`src/rtl/branch_predictor_bht.sv`:
```
// Direct-mapped branch history table (2-bit counters) plus BTB: predicts in IF, trains in EX.
// Define BHT_BYPASS_EN to forward a same-cycle EX update into the IF lookup.
module branch_predictor_bht #(
    parameter int unsigned INDEX_W  = 4,
    parameter int unsigned TAG_W    = 8,
    parameter logic [1:0]  CNT_INIT = 2'b01
) (
    input  logic        clk,
    input  logic        rst_n,
    input  logic [31:0] if_pc,
    output logic        pred_taken,
    output logic [31:0] pred_target,
    input  logic        ex_valid,
    input  logic        ex_is_branch,
    input  logic [31:0] ex_pc,
    input  logic        ex_taken,
    input  logic [31:0] ex_target,
    input  logic        ex_pred_taken,
    input  logic [31:0] ex_pred_target,
    output logic        mispredict,
    output logic [31:0] redirect_pc
);
    localparam int unsigned ENTRIES = 1 << INDEX_W;
    localparam int unsigned TAG_LO  = 2 + INDEX_W;

    logic               valid_q [ENTRIES];
    logic [TAG_W-1:0]   tag_q   [ENTRIES];
    logic [1:0]         cnt_q   [ENTRIES];
    logic [29:0]        tgt_q   [ENTRIES];

    logic [INDEX_W-1:0] if_idx;
    logic [INDEX_W-1:0] ex_idx;
    logic [TAG_W-1:0]   if_tag;
    logic [TAG_W-1:0]   ex_tag;
    logic               br;
    logic               ex_hit;
    logic               wr_en;
    logic [1:0]         wr_cnt;
    logic [29:0]        wr_tgt;
    logic               rd_valid;
    logic [TAG_W-1:0]   rd_tag;
    logic [1:0]         rd_cnt;
    logic [29:0]        rd_tgt;
    logic               unused_bits;

    function automatic logic [1:0] sat_inc(input logic [1:0] c);
        return (c == 2'b11) ? c : c + 2'b01;
    endfunction

    function automatic logic [1:0] sat_dec(input logic [1:0] c);
        return (c == 2'b00) ? c : c - 2'b01;
    endfunction

    assign if_idx = if_pc[2 +: INDEX_W];
    assign ex_idx = ex_pc[2 +: INDEX_W];
    assign if_tag = if_pc[TAG_LO +: TAG_W];
    assign ex_tag = ex_pc[TAG_LO +: TAG_W];
    assign br     = ex_valid && ex_is_branch;
    assign ex_hit = valid_q[ex_idx] && (tag_q[ex_idx] == ex_tag);

    // Training: next contents of the EX-indexed entry.
    always_comb begin
        wr_en  = 1'b0;
        wr_cnt = cnt_q[ex_idx];
        wr_tgt = tgt_q[ex_idx];
        if (br) begin
            if (ex_hit) begin
                wr_en = 1'b1;
                if (ex_taken) begin
                    wr_cnt = sat_inc(cnt_q[ex_idx]);
                    wr_tgt = ex_target[31:2];
                end else begin
                    wr_cnt = sat_dec(cnt_q[ex_idx]);
                end
            end else if (ex_taken) begin
                // A new entry starts at CNT_INIT and immediately absorbs its first taken outcome.
                wr_en  = 1'b1;
                wr_cnt = sat_inc(CNT_INIT);
                wr_tgt = ex_target[31:2];
            end
        end
    end

    always_ff @(posedge clk or negedge rst_n) begin
        if (!rst_n) begin
            for (int i = 0; i < int'(ENTRIES); i++) begin
                valid_q[i] <= 1'b0;
            end
        end else if (wr_en) begin
            valid_q[ex_idx] <= 1'b1;
        end
    end

    // Payload needs no reset: it is only observed through a set valid bit.
    always_ff @(posedge clk) begin
        if (wr_en) begin
            tag_q[ex_idx] <= ex_tag;
            cnt_q[ex_idx] <= wr_cnt;
            tgt_q[ex_idx] <= wr_tgt;
        end
    end

    always_comb begin
        rd_valid = valid_q[if_idx];
        rd_tag   = tag_q[if_idx];
        rd_cnt   = cnt_q[if_idx];
        rd_tgt   = tgt_q[if_idx];
`ifdef BHT_BYPASS_EN
        if (wr_en && (ex_idx == if_idx)) begin
            rd_valid = 1'b1;
            rd_tag   = ex_tag;
            rd_cnt   = wr_cnt;
            rd_tgt   = wr_tgt;
        end
`endif
    end

    assign pred_taken  = rd_valid && (rd_tag == if_tag) && rd_cnt[1];
    assign pred_target = pred_taken ? {rd_tgt, 2'b00} : 32'h0;

    assign mispredict  = br && ((ex_taken != ex_pred_taken) ||
                                (ex_taken && (ex_pred_target != ex_target)));
    assign redirect_pc = mispredict ? (ex_taken ? ex_target : ex_pc + 32'd4) : 32'h0;

    assign unused_bits = ^{if_pc[1:0], if_pc[31:TAG_LO+TAG_W], ex_target[1:0]};

endmodule

```
`config.mk`:
```
export PLATFORM = sky130hd
export DESIGN_NAME = branch_predictor_bht
export DESIGN_NICKNAME = d
export VERILOG_FILES = /design/src/rtl/branch_predictor_bht.sv
export SDC_FILE = /design/constraint.sdc
export NUM_CORES = 1
export LEC_CHECK = 0
export CAP_MARGIN = 10
export CORE_MARGIN = 1.5
export CORE_UTILIZATION = 55
export CTS_CLUSTER_DIAMETER = 150
export DETAILED_ROUTE_END_ITERATION = 10
export HOLD_SLACK_MARGIN = 0.12
export PLACE_DENSITY_LB_ADDON = 0.08
export SYNTH_ARGS = -nofsm -noshare
export SYNTH_HDL_FRONTEND = slang
export SYNTH_SLANG_ARGS = --single-unit
export TNS_END_PERCENT = 20
```
`constraint.sdc`:
```
create_clock -name clk -period 3.51 [get_ports clk]
set_input_delay 0.351 -clock clk [delete_from_list [all_inputs] [get_ports clk]]
set_output_delay 0.351 -clock clk [all_outputs]
set_load 0.01 [all_outputs]
```
==> impl_metrics.csv, run 1 <==
group,metric,value,unit
clock_network,clkSinkCount,656,
setup_path,critPathCaptureType,"primary output",
grt,grt_pass1_wl,109.5,mm
grt,overflow,0,
setup_path,worstRegToRegCells,9,
grt,grt_pass1_vias,16160,
cells_and_area,fill_cells,3234,
timing,fmax,0.2817,GHz
placed_design,gp_congestion,0.8848,
setup_path,crit_path_start,"tag_q[3][6]$_DFFE_PP_",
clock_network,cts-root-buf,"clkbuf_16",
setup_path,cp_cell_sequence,"mux4_2 -> mux4_2 -> xor2_1 -> nor2_1 -> nand4_1 -> buf_12 -> buf_12 -> clkbuf_16 -> nor2b_1 -> buf_2",
logic_synthesis,syn-cell-area,28140,um^2
logic_synthesis,synth_top_family_by_area,"multiplexers",
logic_synthesis,ys_seq_elements,656,
placed_design,placed_cell_area,32340,um^2
worst_hold_path,hold_path.class,"in2async",
grt,grt_antenna_before_repair,3,
logic_synthesis,yosysTopAreaCell,"edfxtp_1",
drt,postRouteAntennaNets,0,
logic_synthesis,synth_fa_ha_area_share,0.1779,%
setup_path,start_kind,"flip-flop",
logic_synthesis,yosys-top-cells-area,"edfxtp_1 68%, mux4_2 18%, mux2i_1 1.6%",
clock_network,clkLatencyLatePin,0.60,ns
floorplan,core_area,50270,um^2
power,ir_drop,367.6,uV
logic_synthesis,post_synth_mux_area_share,19.94,%
drt,firstDrtPassIters,7,
drt,vias_per_cell,6.299,
clock_network,cts_max_path_buffers,3,
setup_path,worstPathArrival,3.20,ns
logic_synthesis,avgSynthCellArea,19.96,um^2
timing,timing.clock.skew,0.01994,ns
timing,min_period_over_period,101.1,%
timing,finalCriticalPeriod,3.550,ns
logic_synthesis,synth_warnings,0,
grt,grtUsageTotal,29.76,%
placed_design,port_buffers,177,
logic_synthesis,synth_compound_area_share,2.197,%
timing,timing_hold_violations_final,0,
logic_synthesis,postSynth.asyncResetShare,2.439,%
logic_synthesis,synth_edf_count,640,
timing,setup_viol,8,
clock_network,clk_pin_slew_worst_paths,0.06,ns
floorplan,initial_core_util,55.97,%
setup_path,critPathKind,"reg2out",
drt,drtIter0Drc,1660,
logic_synthesis,ys.flop_type,"edfxtp_1",
cells_and_area,drive_above_1_share,33.00,%
logic_synthesis,synthCells,1410,
floorplan,fp-row-count,82,
cells_and_area,final_area,34630,um^2
timing,worst_slack,-0.03951,ns
run,cap_violations,0,
logic_synthesis,yosys.area_share.simple,3.864,%
power,powerDensity,492.4,nW/um^2
cells_and_area,syn2layout_area_growth,23.06,%
floorplan,die_y,229.2,um
setup_path,critPathSlowestCell,"mux4_2",
timing,worst_pin_slew,1.054,ns
power,p_leak,11.85,nW
drt,wirelength,76.38,mm
logic_synthesis,yosysUniqueCellTypes,48,
placed_design,dp_hpwl,47.43,mm
floorplan,die_w,229.2,um
clock_network,hold_buffers,0,
timing,rsz0062_at_grt,"true",
drt,wl_per_cell,30.77,um
placed_design,place_ws,-0.5693,ns
setup_path,worstPathRequired,3.16,ns
timing,slew_violations,0,
status,status,"finished, violations left",
logic_synthesis,synth_top_area_share,68.30,%
setup_path,r2r-start,"tag_q[8][0]$_DFFE_PP_",
power,power,0.01705,W
status,violations,"setup timing",
drt,drc,0,
clock_network,htree_levels,3,
setup_path,worstPathMaxFanout,6,
drt,routed-via-count,15630,
setup_path,critical-path-max-stage-delay,0.50,ns
timing,slew_headroom,29.71,%
cells_and_area,final_nets,1900,
logic_synthesis,synth_xor_area_share,2.397,%
timing,finalSetupTns,-0.1630,ns
clock_network,cts_buffers,67,
floorplan,die_area,52520,um^2
logic_synthesis,ys_seq_area_share,69.73,%
grt,grt_max_degree,70,
floorplan,ios,200,
clock_network,cts_tree,"done",
==> what timing repair did <==
| action | in CTS | in global routing |
|---|---|---|
| setup buffers | 6 | 3 |
| resized for setup | 158 | 45 |
| pin swaps | 8 | 7 |
| endpoints found under the setup margin | 64 | 47 |
| gates cloned | 1 | 1 |
==> worst max-delay path: cells and delay by family, from the launching register on <==
| kind | cells | cell delay, ns |
|---|---|---|
| buffers and inverters | 4 | 0.63 |
| and+or+nand+nor | 3 | 0.40 |
| muxes | 2 | 0.99 |
| DFF | 1 | 0.41 |
| xor gates and xnor gates | 1 | 0.16 |
==> cells by family (layout without fill, tap and decap cells) <==
group / count (synthesis) / after routing
DFF: 656 / 656
muxes: 276 / 276
and+or+nand+nor: 227 / 227
buffers and inverters: 91 / 489
AOI/OAI and AO/OA: 78 / 78
xor gates and xnor gates: 77 / 77
adders and majority gates: 4 / 4
other: 1 / 3
==> path summary, 6_finish.rpt <==
check                                          end  slack, ns
min reg2reg                valid_q[13]$_DFFE_PN0P_       0.51
max reg2reg                  tag_q[5][3]$_DFFE_PP_       0.37
min                         valid_q[8]$_DFFE_PN0P_       0.23
max in group asynchronous   valid_q[4]$_DFFE_PN0P_       2.75
min in group clk             tgt_q[4][8]$_DFFE_PP_       0.31
max                                pred_target[27]      -0.04
==> registers in the layout, indices dropped and copies added (netlist names) <==
name and flops:
tgt_q 480, cnt_q 32, tag_q 128, valid_q 16
==> metal layers <==
layer,track usage [%],wire (um),up-vias
met5,0,27,-
met4,13.80,3494,4
met3,6.648,6575,179
met2,47.93,37510,761
met1,39.10,28770,8184
li1,-,-,6505
==> layout make-up <==
type	instances	area [um^2]	share of cell area [%]
sequential	656	19620	56.66
multi-input combinational	664	8317	24.02
timing repair buffer	365	3737	10.79
clock buffer	85	1744	5.037
tap	672	840.8	2.428
clock inverter	31	335.3	0.9684
inverter	8	30.03	0.08672
antenna	1	2.502	0.007227
==> synthesized netlist by cell type (8+ instances only) <==
cell,n
xor2_1,45
buf_1,11
buf_4,9
o21bai_2,14
nor2_1,79
nor2b_1,40
dfrtp_1,16
o21ai_0,9
clkbuf_1,32
mux2i_1,45
nand2_1,49
inv_1,8
nor3_1,9
nor4_1,8
nand3_1,13
mux4_2,226
a21oi_1,15
buf_2,23
xnor2_1,32
nand4_1,13
edfxtp_1,640
==> stage by stage <==
step / hold slack, ns / utilization (%) / instances
2_1_floorplan: 0.05541 / - / 1411
3_5_place_dp: 0.4833 / 64.32 / 2356
4_1_cts: 0.2260 / 68.52 / 2479
3_3_place_gp: 0.4796 / 64.32 / 2356
6_report: 0.2322 / 68.88 / 2482
5_1_grt: 0.2749 / 68.87 / 2481
==> layout by cell type, fill, tap and decap left out, drive strengths merged, types with 6 or more instances in the layout <==
cell type / n
clkdlybuf4s50: 99
xor2: 45
a21oi: 15
and3: 7
nor2: 79
mux2i: 45
clkbuf: 87
o21a: 6
clkinv: 22
nand3: 13
inv: 11
dfrtp: 16
o21ai: 9
a22o: 7
buf: 224
dlymetal6s2s: 18
nand4: 13
a31oi: 6
mux4: 227
bufinv: 6
nor2b: 40
xnor2: 32
nor3: 9
edfxtp: 640
a22oi: 7
dlygate4sd2: 22
nor4: 8
nand2: 49
o21bai: 16
==> power breakdown <==
part	switching (W)	internal, W	total, W	leakage (nW)
registers	0.0000447	0.00869	0.00873	5.96
clock network	0.00288	0.00397	0.00685	1.01
logic	0.000745	0.000722	0.00147	4.88
Power figures use the tool's default switching activity.
==> inputs of run 2 (changes only) <==
--- a/config.mk
+++ b/config.mk
@@ -7,6 +7,6 @@
 export LEC_CHECK = 0
 export CAP_MARGIN = 10
-export CORE_MARGIN = 1.5
-export CORE_UTILIZATION = 55
+export CORE_MARGIN = 2
+export CORE_UTILIZATION = 53
 export CTS_CLUSTER_DIAMETER = 150
 export DETAILED_ROUTE_END_ITERATION = 10
==> constraint.sdc (replaced) <==
create_clock -name clk -period 3.2 [get_ports clk]
set_input_delay 0.64 -clock clk [delete_from_list [all_inputs] [get_ports clk]]
set_output_delay 0.64 -clock clk [all_outputs]
set_load 0.01 [all_outputs]
==> run 2 against run 1 <==
Net effect:
- clock skew down 0.0033 ns
- first-iteration DRC count increased by 7.0%
- non-clock buffer count grew 87
- flip-flop and latch count unchanged
- clock power is 12% higher
- combinational power up 17%
- worst setup slack got worse by 0.62 ns
- die area increased by 4.6%
- critical path depth unchanged
- wire length rose by 0.87%
- the run still ends with setup timing left
==> impl_metrics.csv, run 2 (synthesis gave the netlist of run 1 again) <==
group,metric,value,unit
cells_and_area,layout_common_cells,"640 x edfxtp_1, 226 x mux4_2, 212 x buf_4, 77 x buf_2, 71 x clkbuf_16",
cells_and_area,largest_reg_flops,480,
timing,worst_slack,-0.6642,ns
floorplan,fp-row-count,84,
cells_and_area,antennaDiodeCount,0,
cells_and_area,final_nets,1989,
setup_path,start_kind,"flip-flop",
drt,postRouteAntennaNets,0,
grt,grt_antenna_before_repair,4,
floorplan,core_area,52550,um^2
drt,wl_per_cell,29.73,um
placed_design,gp_congestion,0.9411,
drt,wl_met3,6.662,mm
drt,routed-via-count,15900,
clock_network,clkSinkCount,656,
drt,wl_met2,38.02,mm
setup_path,worstPathRequired,2.56,ns
timing,finalCriticalPeriod,3.864,ns
floorplan,die_area,54950,um^2
clock_network,cts_buffers,69,
floorplan,ios,200,
clock_network,htree_levels,3,
drt,drc,0,
setup_path,crit_path_start,"tag_q[8][3]$_DFFE_PP_",
timing,timing_hold_violations_final,0,
drt,top_layer_used,"met5",
timing,setup_viol,60,
setup_path,worstPathArrival,3.22,ns
grt,overflow,0,
placed_design,placed_cell_area,33010,um^2
clock_network,clk_pin_slew_worst_paths,0.06,ns
setup_path,r2r-start,"tag_q[11][3]$_DFFE_PP_",
clock_network,clkLatencyLatePin,0.60,ns
drt,firstDrtPassIters,5,
setup_path,critPathCaptureType,"primary output",
placed_design,dpl.cell_count,2448,
grt,grtUsageTotal,28.99,%
setup_path,r2r-end,"tag_q[3][2]$_DFFE_PP_",
run,cap_violations,0,
timing,rsz0062_at_grt,"true",
cells_and_area,final_cells,2591,
worst_hold_path,hold_path.class,"in2reg",
grt,grt_max_degree,56,
cells_and_area,drive_above_1_share,42.67,%
timing,worst_pin_slew,0.8173,ns
timing,slew_violations,0,
status,violations,"setup timing",
power,ir_drop,482.8,uV
placed_design,port_buffers,177,
power,p_leak,12.17,nW
cells_and_area,final_area,35580,um^2
cells_and_area,top_register,"tgt_q",
drt,drtIter0Drc,1776,
clock_network,cts-root-buf,"clkbuf_16",
status,status,"finished, violations left",
grt,grt_pass1_wl,111.4,mm
drt,drt-met1-wl,29.75,mm
floorplan,initial_core_util,53.54,%
clock_network,cts_tree,"done",
setup_path,worstRegToRegCells,11,
placed_design,dp_hpwl,50.24,mm
timing,fmax,0.2588,GHz
cells_and_area,final_common_cell,"edfxtp_1",
cells_and_area,final_core_util,67.70,%
floorplan,die_w,234.4,um
drt,wirelength,77.04,mm
floorplan,die_y,234.4,um
cells_and_area,syn2layout_area_growth,26.44,%
setup_path,worstPathMaxFanout,4,
timing,slew_headroom,45.51,%
drt,vias_per_cell,6.136,
grt,grt_pass1_vias,16410,
setup_path,critPathKind,"reg2out",
timing,min_period_over_period,120.8,%
power,powerDensity,532.8,nW/um^2
setup_path,r2r_setup_slack,0.10,ns
clock_network,cts_max_path_buffers,3,
setup_path,crit_end,"pred_target[29]",
timing,timing.clock.skew,0.01667,ns
cells_and_area,reg_top3,"tgt_q: 480 flops, tag_q: 128 flops, cnt_q: 32 flops",
run 2: worst min-delay path by stage:
stage	startpoint	slack, ns	to	cells after the start
after floorplan	rst_n	0.34	valid_q[0]$_DFFE_PN0P_	0
final	ex_pc[7]	0.27	tag_q[10][1]$_DFFE_PP_	1
after global routing	ex_pc[7]	0.25	tag_q[10][1]$_DFFE_PP_	1
after global placement	valid_q[1]$_DFFE_PN0P_	0.49	valid_q[1]$_DFFE_PN0P_	1
after CTS	ex_pc[7]	0.25	tag_q[10][1]$_DFFE_PP_	1
after detailed placement	valid_q[11]$_DFFE_PN0P_	0.48	valid_q[11]$_DFFE_PN0P_	1
run 2: worst max-delay path, cell delays in order (launching register included):
cell	delay [ns]
edfxtp_1	0.39
mux4_2	0.47
mux4_2	0.50
xor2_1	0.16
nor2_1	0.18
nand4_1	0.23
buf_6	0.21
buf_6	0.12
buf_6	0.11
nor2b_1	0.10
buf_2	0.14
run 2: cell type report:
type | count | area, um^2
clock buffer | 82 | 1797
sequential | 656 | 19620
timing repair buffer | 452 | 4185
clock inverter | 41 | 345.3
tap | 688 | 860.8
inverter | 8 | 30.03
multi-input combinational | 664 | 8738
fill | 3555 | 16980
run 2: power breakdown:
part / switching [W] / internal [W] / total (W)
Clock: 0.00324 / 0.00442 / 0.00766
Combinational: 0.000875 / 0.000844 / 0.00172
Sequential: 0.0000429 / 0.00953 / 0.00957
run 2: per-stage QoR:
step	hold WS [ns]	setup TNS (ns)	total power [W]	setup slack [ns]
6_report	0.2722	-21.43	0.01895	-0.6642
5_1_grt	0.2479	-27.76	0.01947	-0.7578
4_1_cts	0.2499	-21.76	0.01905	-0.6487
3_5_place_dp	0.4769	-231.90	0.01141	-1.344
3_3_place_gp	0.4857	-226.03	0.01139	-1.359
2_1_floorplan	0.3444	-88.39	0.01056	-0.2829
run 2: timing repair:
action / 4_1_cts / 5_1_grt
endpoints found under the setup margin: 256 / 64
setup buffers: 23 / 1
cloned: 3 / 1
hold endpoints to repair: 0 / 0
gates resized for setup: 588 / 18
hold buffers: 0 / 0
pin swaps: 52 / 7
run 2: layer usage:
layer	global-route usage, %	vias to the layer above
met1	39.96	8325
met2	47.58	749
li1	-	6676
met4	9.257	6
met5	0	-
met3	5.366	142
